File: src/rtl/comp_2bit.sv
// comp_2bit: registered 2-bit unsigned magnitude comparator built from two 1-bit cells.
// COMP_2BIT_INPUT_REG_EN adds an operand register stage (latency 2 instead of 1).
module comp_2bit (
  input  logic       clk,
  input  logic       rst_n,
  input  logic [1:0] A,
  input  logic [1:0] B,
  output logic       E2,
  output logic       G2,
  output logic       L2
);
  logic [1:0] a, b, e, g, l;
  logic v;
`ifdef COMP_2BIT_INPUT_REG_EN
  // v keeps the outputs at zero until the operand register holds a real sample
  always_ff @(posedge clk or negedge rst_n)
    if (!rst_n) begin
      a <= '0;
      b <= '0;
      v <= 1'b0;
    end else begin
      a <= A;
      b <= B;
      v <= 1'b1;
    end
`else
  assign a = A;
  assign b = B;
  assign v = 1'b1;
`endif
  for (genvar i = 0; i < 2; i++) begin : g_cell
    assign e[i] = ~(a[i] ^ b[i]);
    assign g[i] = a[i] & ~b[i];
    assign l[i] = ~a[i] & b[i];
  end
  always_ff @(posedge clk or negedge rst_n)
    if (!rst_n) begin
      E2 <= 1'b0;
      G2 <= 1'b0;
      L2 <= 1'b0;
    end else begin
      E2 <= v & e[1] & e[0];
      G2 <= v & (g[1] | (e[1] & g[0]));
      L2 <= v & (l[1] | (e[1] & l[0]));
    end
endmodule

File: config.mk
export PLATFORM = sky130hd
export DESIGN_NAME = comp_2bit
export DESIGN_NICKNAME = d
export VERILOG_FILES = /design/src/rtl/comp_2bit.sv
export SDC_FILE = /design/constraint.sdc
export NUM_CORES = 1
export LEC_CHECK = 0
export ABC_AREA = 0
export BUFFER_PORTS_ARGS = -buffer_cell sky130_fd_sc_hd__buf_2
export CAP_MARGIN = 20
export CORE_AREA = 5 5 42 44
export DETAILED_ROUTE_END_ITERATION = 12
export DIE_AREA = 0 0 47 49
export SYNTH_ARGS = -nofsm -noshare
export SYNTH_HDL_FRONTEND = slang
export SYNTH_SLANG_ARGS = --single-unit
File: constraint.sdc
create_clock -name clk -period 0.8 [get_ports clk]
set_input_delay 0.08 -clock clk [delete_from_list [all_inputs] [get_ports clk]]
set_output_delay 0.08 -clock clk [all_outputs]
set_load 0.1 [all_outputs]
==> metrics.md <==
| Metric | Value |
|---|---|
| Outcome | `finished, violations left` |
| Failing checks | `setup timing` |
| Input/output buffers | `8` |
| Logic pwr share | `32.3%` |
| Synth-to-layout area growth | `93.8%` |
| # rows | `14` |
| Cell internal pwr | `around 440 uW` |
| Slowest CP cell | `dfrtp_2` |
| Chip Height | `49 microns` |
| Synthesized area per cell | `11.6 sq um` |
| Hold slack | `174 ps` |
| Worst setup startpoint | `G2` |
| Sw frac | `33.6%` |
| TritonCTS Buffers | `3` |
| DR vias | `130` |
| Detailed Routing Iterations Pass 1 | `3` |
| Largest net degree at the start of global routing | `4` |
| Synth Register Bits | `3` |
| Die width | `47 microns` |
| Critical path fanouts, max | `1` |
| Clk root buf | `clkbuf_4` |
| RSZ-0062 raised after global routing | `true` |
| CP Cell Sequence | `buf_12` |
| Slew Limit Fails | `0` |
| Max-Slew Margin vs Limit | `between 90% and 100%` |
| NetSw | `between 200 and 250 uW` |
| Cell variety after synth | `5` |
| Ant diodes | `0` |
| Clock Sinks | `3` |
| Setup CP Type | `flip-flop to primary output` |
| Fraction of layout instances using a drive strength above 1 | `57.1%` |
| Fin worst setup slack | `-83.2 ps` |
| Worst setup SP type | `flip-flop` |
| Flop pwr share | `a little over a quarter` |
| Core area | `about 1400 sq um` |
| Antenna-violating nets left | `0` |
| Buf/Inv on CP | `1` |
| Worst EP arrival | `800 ps` |
| Die area | `about 2300 sq um` |
| Crit-path max cell delay | `~400 ps` |
| Final Critical Period | `just under 900 ps` |
| Htree depth | `1` |
| Grt total ovfl | `0` |
| Final hold violations | `0` |
| CP endpoint kind | `primary output` |
| Clock Path Buffers | `2` |
| WL per Instance | `7.93 microns` |
| Initial antenna violation count | `0` |
| Worst min-delay path class | `input pin to asynchronous set/reset pin` |
| Total GRT Usage | `4.37%` |
| Overall power | `663 uW` |
| Seq/Total Area, Yosys | `46.2%` |
| Post-Synthesis Cells | `14` |
| RePlAce Congestion | `0.672` |
| Initial DRC Count | `1` |
| # setup viols final | `3` |
| WL final | `between 300 and 400 microns` |
| Ports | `9` |
| Synth warnings | `0` |
| Fin crit share | `110%` |
| Delay-heaviest family, CP | `flip-flops` |
| Max rail drop VDD | `slightly below 300 uV` |
| Nets | `39` |
| Least-Margin Pin Slew | `89.8 ps` |
| Leakage power | `approximately 0.18 nW` |
| Required @ worst endpoint | `720 ps` |
| Max cap viols | `0` |
| Clock transition at path regs | `40 ps` |
| Vias/cell | `2.95` |
| Clock power share | `40.6%` |
| Vias in the first global route | `168` |
| CTS tree | `yes` |
| Placed wire-length estimate | `290 microns` |
| Mapped Area | `between 150 and 200 sq um` |
| Initial Util | `approximately 12%` |
| F_max | `1130 MHz` |
| Pwr/cell area | `around 2100 nW/um^2` |
| Syn nets | `24` |
| First-pass GRT wire length | `around 600 microns` |
| Drc violations | `0` |
[cell usage after synthesis]
cell / number / area share [%]
ha_1: 4 / 31
inv_1: 4 / 9.2
dfrtp_1: 3 / 46
a21o_1: 2 / 9.2
and2_2: 1 / 4.6
[path summary, 6_finish.rpt]
kind                       end  slack (ps)  cells after the start
max                         G2         -80                      1
max in group asynchronous   L2         510                      2
min in group clk            E2         200                      3
min                         G2         170                      2
[metal layers]
metal | share of wire [%] | track usage [%]
met5 | 0 | 0
met2 | 45 | 4.98
met3 | 8.6 | 0
met1 | 38 | 4.19
met4 | 7.7 | 9.68
[power groups by stage]
stage	Combinational (mW)	Clock [mW]	Sequential [mW]
2_1_floorplan	0.0250	0	0.276
3_3_place_gp	0.210	0	0.182
3_5_place_dp	0.212	0	0.182
4_1_cts	0.217	0.281	0.180
5_1_grt	0.227	0.290	0.182
6_report	0.214	0.269	0.180
[through the flow]
stage | TNS [ps] | setup slack (ps) | utilization [%] | std cells | cell area [sq um]
after global routing | -313 | -109 | 22.5 | 44 | 315
after floorplan | 0 | 74.3 | - | 14 | 166
after detailed placement | -77.5 | -37.6 | 19.9 | 39 | 279
after CTS | -278 | -95.1 | 22.5 | 44 | 315
after global placement | -27.0 | -14.6 | 19.9 | 39 | 279
final | -247 | -83.2 | 22.5 | 44 | 315
[cells by family (layout without fill, tap and decap cells)]
group                      after synthesis  in the layout  synth area share, %
buffers and inverters                    4             18                 9.23
and+or+nand+nor                          1              1                 4.62
DFF                                      3              3                 46.2
AOI/OAI and AO/OA                        2              2                 9.23
adders and majority gates                4              4                 30.8
[what timing repair did]
action                                  4_1_cts  5_1_grt
hold endpoints to repair                      3        0
hold buffers                                  1        0
endpoints found under the setup margin        3        3
pin swaps                                     0        0
resized for setup                             0        0
setup buffers                                 0        0
[layout by cell type, fill, tap and decap left out, drive strengths merged]
cell and n:
dlygate4sd3 1, and2 1, ha 4, clkbuf 4, a21o 2, inv 4, buf 9, dfrtp 3
[registers in the layout, indices dropped and copies added, names as in the netlist]
| signal | flops |
|---|---|
| E2 | 1 |
| G2 | 1 |
| L2 | 1 |
[area by class of cell]
type	count	area (sq um)
Tap cell	16	20.0
Inverter	4	15.0
Timing Repair Buffer	10	103
Clock buffer	4	26.3
Multi-Input combinational cell	7	72.6
Fill cell	157	1090
Sequential cell	3	78.8
No activity file was read; power rests on OpenSTA's default activity.
